File: src/rtl/uart_bus_regfile_if.sv
// Internal register bus between the UART-to-bus master and the register-file responder.
interface uart_bus_regfile_if;
   logic [15:0] int_address;
   logic [7:0]  int_wr_data;
   logic        int_write;
   logic        int_read;
   logic [7:0]  int_rd_data;
   logic        int_req;
   logic        int_gnt;

   modport master (
      output int_address, int_wr_data, int_write, int_read, int_req,
      input  int_rd_data, int_gnt
   );

   modport slave (
      input  int_address, int_wr_data, int_write, int_read, int_req,
      output int_rd_data, int_gnt
   );
endinterface

File: src/rtl/uart_bus_regfile.sv
// Register-bus responder: grant arbitration against the LED engine, 8-bit config
// registers, registered reads, commit strobe and saturating protocol-error counter.
//
// state | meaning
// IDLE  | no grant; waits for int_req while the LED engine is not busy
// GRANT | master owns the bus until it drops int_req
module uart_bus_regfile #(
   parameter int          NUM_REGS  = 64,
   parameter logic [15:0] BASE_ADDR = 16'h0000,
   parameter logic [15:0] CTRL_ADDR = 16'hFFFF
) (
   input  logic                     clock_i,
   input  logic                     reset_i,
   uart_bus_regfile_if.slave        bus,
   input  logic                     local_busy_i,
   output logic                     reg_commit_o,
   output logic [NUM_REGS*8-1:0]    reg_flat_o,
   output logic [7:0]               err_count_o
);

   localparam int          IDX_W      = (NUM_REGS > 1) ? $clog2(NUM_REGS) : 1;
   localparam logic [16:0] NUM_REGS_W = 17'(NUM_REGS);

   typedef enum logic {IDLE, GRANT} state_t;

   state_t     state_q, state_d;
   logic [7:0] regs_q [NUM_REGS];
   logic [7:0] rd_data_q, rd_data_d;
   logic [7:0] err_q, err_d;
   logic       commit_q, commit_d;

   logic [15:0]      off;
   logic [IDX_W-1:0] idx;
   logic             gnt, in_range, is_ctrl, any_acc;
   logic             wr_en, rd_en, clr, err_evt;

   assign gnt      = (state_q == GRANT);
   assign off      = bus.int_address - BASE_ADDR;
   assign idx      = off[IDX_W-1:0];
   assign in_range = (bus.int_address >= BASE_ADDR) && ({1'b0, off} < NUM_REGS_W);
   assign is_ctrl  = (bus.int_address == CTRL_ADDR);
   assign any_acc  = bus.int_write | bus.int_read;

   always_comb begin
      state_d = state_q;
      case (state_q)
         IDLE:  if (bus.int_req && !local_busy_i) state_d = GRANT;
         GRANT: if (!bus.int_req)                 state_d = IDLE;
      endcase
   end

   // A simultaneous write+read performs the write and drops the read.
   always_comb begin
      wr_en     = gnt & bus.int_write & in_range;
      rd_en     = gnt & bus.int_read & ~bus.int_write;
      clr       = gnt & bus.int_write & is_ctrl;
      err_evt   = (any_acc & ~gnt)
                | (gnt & any_acc & ~in_range & ~is_ctrl)
                | (bus.int_write & bus.int_read);
      commit_d  = clr;
      rd_data_d = rd_data_q;
      if (rd_en) begin
         if (in_range)     rd_data_d = regs_q[idx];
         else if (is_ctrl) rd_data_d = err_q;
         else              rd_data_d = 8'h00;
      end
      err_d = err_q;
      if (clr)                           err_d = 8'h00;
      else if (err_evt && err_q != 8'hFF) err_d = err_q + 8'h01;
   end

   always_ff @(posedge clock_i) begin
      if (reset_i) begin
         state_q   <= IDLE;
         rd_data_q <= 8'h00;
         err_q     <= 8'h00;
         commit_q  <= 1'b0;
         for (int i = 0; i < NUM_REGS; i++) regs_q[i] <= 8'h00;
      end else begin
         state_q   <= state_d;
         rd_data_q <= rd_data_d;
         err_q     <= err_d;
         commit_q  <= commit_d;
         if (wr_en) regs_q[idx] <= bus.int_wr_data;
      end
   end

   for (genvar gi = 0; gi < NUM_REGS; gi++) begin : g_flat
      assign reg_flat_o[8*gi +: 8] = regs_q[gi];
   end

   assign bus.int_gnt     = gnt;
   assign bus.int_rd_data = rd_data_q;
   assign reg_commit_o    = commit_q;
   assign err_count_o     = err_q;

endmodule
File: src/flat_wrapper.sv
// flat-port wrapper written by rule: the top's interface ports become plain ports
module uart_bus_regfile_flat 
#(
   parameter int          NUM_REGS  = 64,
   parameter logic [15:0] BASE_ADDR = 16'h0000,
   parameter logic [15:0] CTRL_ADDR = 16'hFFFF
)
  (clock_i, reset_i, local_busy_i, reg_commit_o, reg_flat_o, err_count_o, bus_int_address, bus_int_wr_data, bus_int_write, bus_int_read, bus_int_req, bus_int_rd_data, bus_int_gnt);
  uart_bus_regfile_if bus_i ();
  input  logic clock_i;
  input  logic reset_i;
  input  logic local_busy_i;
  output logic reg_commit_o;
  output logic [NUM_REGS*8-1:0] reg_flat_o;
  output logic [7:0] err_count_o;
  input wire logic [$bits(bus_i.int_address)-1:0] bus_int_address;
  input wire logic [$bits(bus_i.int_wr_data)-1:0] bus_int_wr_data;
  input wire logic [$bits(bus_i.int_write)-1:0] bus_int_write;
  input wire logic [$bits(bus_i.int_read)-1:0] bus_int_read;
  input wire logic [$bits(bus_i.int_req)-1:0] bus_int_req;
  output wire logic [$bits(bus_i.int_rd_data)-1:0] bus_int_rd_data;
  output wire logic [$bits(bus_i.int_gnt)-1:0] bus_int_gnt;
  assign bus_i.int_address = bus_int_address;
  assign bus_i.int_wr_data = bus_int_wr_data;
  assign bus_i.int_write = bus_int_write;
  assign bus_i.int_read = bus_int_read;
  assign bus_i.int_req = bus_int_req;
  assign bus_int_rd_data = bus_i.int_rd_data;
  assign bus_int_gnt = bus_i.int_gnt;
  uart_bus_regfile #(.NUM_REGS(NUM_REGS), .BASE_ADDR(BASE_ADDR), .CTRL_ADDR(CTRL_ADDR)) u_core (.clock_i(clock_i), .reset_i(reset_i), .bus(bus_i), .local_busy_i(local_busy_i), .reg_commit_o(reg_commit_o), .reg_flat_o(reg_flat_o), .err_count_o(err_count_o));
endmodule
File: config.mk
export PLATFORM = sky130hd
export DESIGN_NAME = uart_bus_regfile_flat
export DESIGN_NICKNAME = d
export VERILOG_FILES = /design/src/rtl/uart_bus_regfile_if.sv /design/src/rtl/uart_bus_regfile.sv /design/src/flat_wrapper.sv
export SDC_FILE = /design/constraint.sdc
export NUM_CORES = 1
export LEC_CHECK = 0
export ABC_CLOCK_PERIOD_IN_PS = 7110
export BUFFER_PORTS_ARGS = -buffer_cell sky130_fd_sc_hd__buf_2
export CORE_MARGIN = 2
export CORE_UTILIZATION = 54
export CTS_CLUSTER_SIZE = 24
export DETAILED_ROUTE_END_ITERATION = 6
export PLACE_DENSITY = 0.78
export SLEW_MARGIN = 20
export SYNTH_ARGS = -nofsm -noshare
export SYNTH_HDL_FRONTEND = slang
export SYNTH_SLANG_ARGS = --single-unit
File: constraint.sdc
create_clock -name clock_i -period 7.11 [get_ports clock_i]
set_input_delay 1.422 -clock clock_i [delete_from_list [all_inputs] [get_ports clock_i]]
set_output_delay 1.422 -clock clock_i [all_outputs]
set_load 0.01 [all_outputs]
==> summary.md <==
| Metric | Value |
|---|---|
| Status | complete, no violations |
| Startpoint types | input port |
| Top_reg_cell synth | edfxtp_1 |
| Leak | around 12 nW |
| Count leader, synth | edfxtp_1 |
| Area Overhead vs Synth | 20.1% |
| Worst-Skew Late Latency | roughly 0.61 ns |
| Global route total overflow | 0 |
| Hold Fails Final Rpt | 0 |
| Clock root buffer | clkbuf_16 |
| Worst Hold Class | reg2reg |
| Routed via count | 19,600 |
| Area leader, netlist | edfxtp_1 |
| Net Count, Synth | approximately 1,900 |
| Worst EP required | between 7 and 8 ns |
| CP Capture Type | flip-flop |
| Clk_skew | ~0.013 ns |
| First-pass GRT wire length | about 130,000 µm |
| Commonest cells in the netlist | 512 x edfxtp_1, 500 x and2_1, 96 x nor2_1 |
| Critical Path AT | roughly 4.7 ns |
| Worst vdd ir | around 160 µV |
| Post-DP HPWL | 67,000 µm |
| GRT Total Usage | between 30% and 40% |
| Num CTS Buffers | 54 |
| Post-cts resize count | 0 |
| Max clock buf depth | 3 |
| Cell variety after synth | 67 |
| Post-synth EDFFs | 512 |
| Die height | around 220 µm |
| Slew Viols, Final | 0 |
| Synth top area cells | edfxtp_1 62%, and2_1 13%, mux4_2 6.0% |
| Clk pin slew, worst setup/hold paths | 0.06 ns |
| Buffers added on ports | approximately 560 |
| Async SR Flop Fraction | 0% |
| RSZ-0062 raised after global routing | no |
| Highest clock rate | between 200 and 250 MHz |
| Row cnt | around 80 |
| DRC | 0 |
| Drt initial violations | approximately 3,000 |
| Yosys reg bits | 530 |
| Max_slew headroom | 24.1% |
| Final setup fails | 0 |
| Minimum clock period | about 4.5 ns |
| H-tree depth | 2 |
| Clock sink total | 530 |
| Synth Instances | roughly 1,900 |
| Worst-margin pin slew | approximately 1.1 ns |
| Max Cap Violations | 0 |
| Initial antenna violation count | 2 |
| WL per Instance | 31.8 µm |
| Final hold slack | around 0.52 ns |
| Hold-fix buffers, CTS | 0 |
| Post-Synthesis Mean Instance Area | 13.4 µm² |
| Finished Core Util | 65.8% |
| Layout cell share with drive strength beyond 1 | 33.8% |
| Post-CTS Setup Inserts | 0 |
| IO Pins | between 500 and 600 |
| Register area share after synthesis | 63.3% |
| Yosys warning count | 0 |
| Pwr Density | 236 nW/µm² |
| Die area | between 40,000 and 50,000 µm² |
| Fin crit share | a little over three fifths |
| Antenna Nets Post-Route | 0 |
| CTS tree | done |
| Area of the multi-input gates | between 8000 and 9000 µm² |
| DP Area | 28,100 µm² |
| Fillers | 3,401 |
| Fin area | around 30,000 µm² |
| Sequential Area | roughly 16,000 µm² |
| Crit Path Max Fanout | 21 |
| Die Wd | between 200 and 250 µm |
| Total negative slack | 0 ns |
| Worst Setup Path Type | in2reg |
| GP Congestion | about 0.95 |
| TritonRoute pass-1 iters | 7 |
| Top cell type's share of synthesized area | 61.8% |
| Number of global-route vias before repair | approximately 18,000 |
| Initial Util | 54.8% |
| Via density per instance | about 6.5 |
| Area of the mapped netlist | 24,900 µm² |
| Core area | roughly 45,000 µm² |
| Largest net degree at the start of global routing | 65 |
| Routed WL | about 96,000 µm |
| Nets | approximately 2,400 |
[routing by layer]
metal  wire length [µm]  share of wire (%)  GRT usage (%)  vias up
li1                   -                  -              -     7844
met1              32900                 34           52.5     9556
met2              43900                 46           61.0     1934
met3              13600                 14           8.24      305
met4               5400                5.6           19.1        0
met5                  0                  0              0        -
[worst paths after layout]
check | startpoint | to | slack (ns) | cells after the start
worst min register to register | u_core.bus.int_rd_data[2]$_SDFFE_PP0P_ | u_core.bus.int_rd_data[2]$_SDFFE_PP0P_ | 0.52 | 2
worst min-delay path | u_core.bus.int_rd_data[2]$_SDFFE_PP0P_ | u_core.bus.int_rd_data[2]$_SDFFE_PP0P_ | 0.52 | 2
worst max register to register | u_core.bus.int_gnt$_SDFF_PP0_ | u_core.regs_q[57][2]$_SDFFCE_PN0P_ | 3.82 | 5
worst max-delay path | bus_int_address[10] | u_core.regs_q[57][2]$_SDFFCE_PN0P_ | 2.66 | 7
[flip-flops by register name (all words and copies together), names as in the netlist]
signal                  count
u_core.err_count_o          8
u_core.regs_q             512
u_core.bus.int_gnt          1
u_core.bus.int_rd_data      8
u_core.reg_commit_o         1
[cells by family (layout without fill, tap and decap cells)]
group | Yosys count | count (layout) | share of synthesized area [%]
flip-flops | 530 | 530 | 63.3
AO/OA/AOI/OAI | 268 | 268 | 7.01
AND/OR/NAND/NOR | 746 | 746 | 17.4
multiplexers | 149 | 149 | 9.46
buffers and inverters | 153 | 710 | 2.72
XOR/XNOR | 3 | 3 | 0.106
other | 0 | 3 | 0
adder cells (fa/ha/maj) | 1 | 1 | 0.0503
[worst max-delay path, stage by stage]
cell,delay (ns)
buf_2,0.11
or4_4,0.54
nor4_4,0.28
buf_4,0.31
and3_2,0.26
nand2_1,0.64
o21ai_0,1.10
[final cells by class]
class,instances,share of cell area (%)
Clock inverter,31,1.01
Sequential cell,530,52.7
Antenna cell,3,0.0251
Multi-Input combinational cell,1167,28.3
Clock buffer,68,4.80
Inverter,5,0.0628
Tap cell,600,2.51
Timing Repair Buffer,606,10.6
[power by group]
part	internal (W)	switching, W	total (W)
combinational	0.000194	0.000416	0.000610
sequential	0.00351	0.0000968	0.00361
clock	0.00164	0.00120	0.00284
[metrics by stage]
stage | instances | power, W | worst slack [ns]
floorplan | 1850 | 0.00394 | 3.30
global placement | 2908 | 0.00426 | 2.12
detailed placement | 2908 | 0.00426 | 2.07
CTS | 3007 | 0.00704 | 2.69
global route | 3009 | 0.00720 | 2.52
finish | 3010 | 0.00706 | 2.66
[placed cells by master, fill, tap and decap left out, types with 6 or more instances in the layout]
cell type and count:
clkinv_1 13, a221o_1 7, o21ai_1 23, and2_1 500, buf_2 555, a21oi_1 40, a22oi_1 28, clkinv_2 7
mux4_2 66, nand3_1 15, o211ai_1 6, and2_2 16, dfxtp_1 18, o22ai_1 15, edfxtp_1 512, clkbuf_1 12
mux2i_1 54, a221oi_1 26, nand4_1 7, o21ai_0 72, and3_1 7, a31oi_1 8, nor2_1 95, bufinv_16 6
nor3_1 7, nand2_1 56, buf_4 50, mux2_2 29, nor2_2 8, clkbuf_16 55
(Power assumes the default switching activity.)
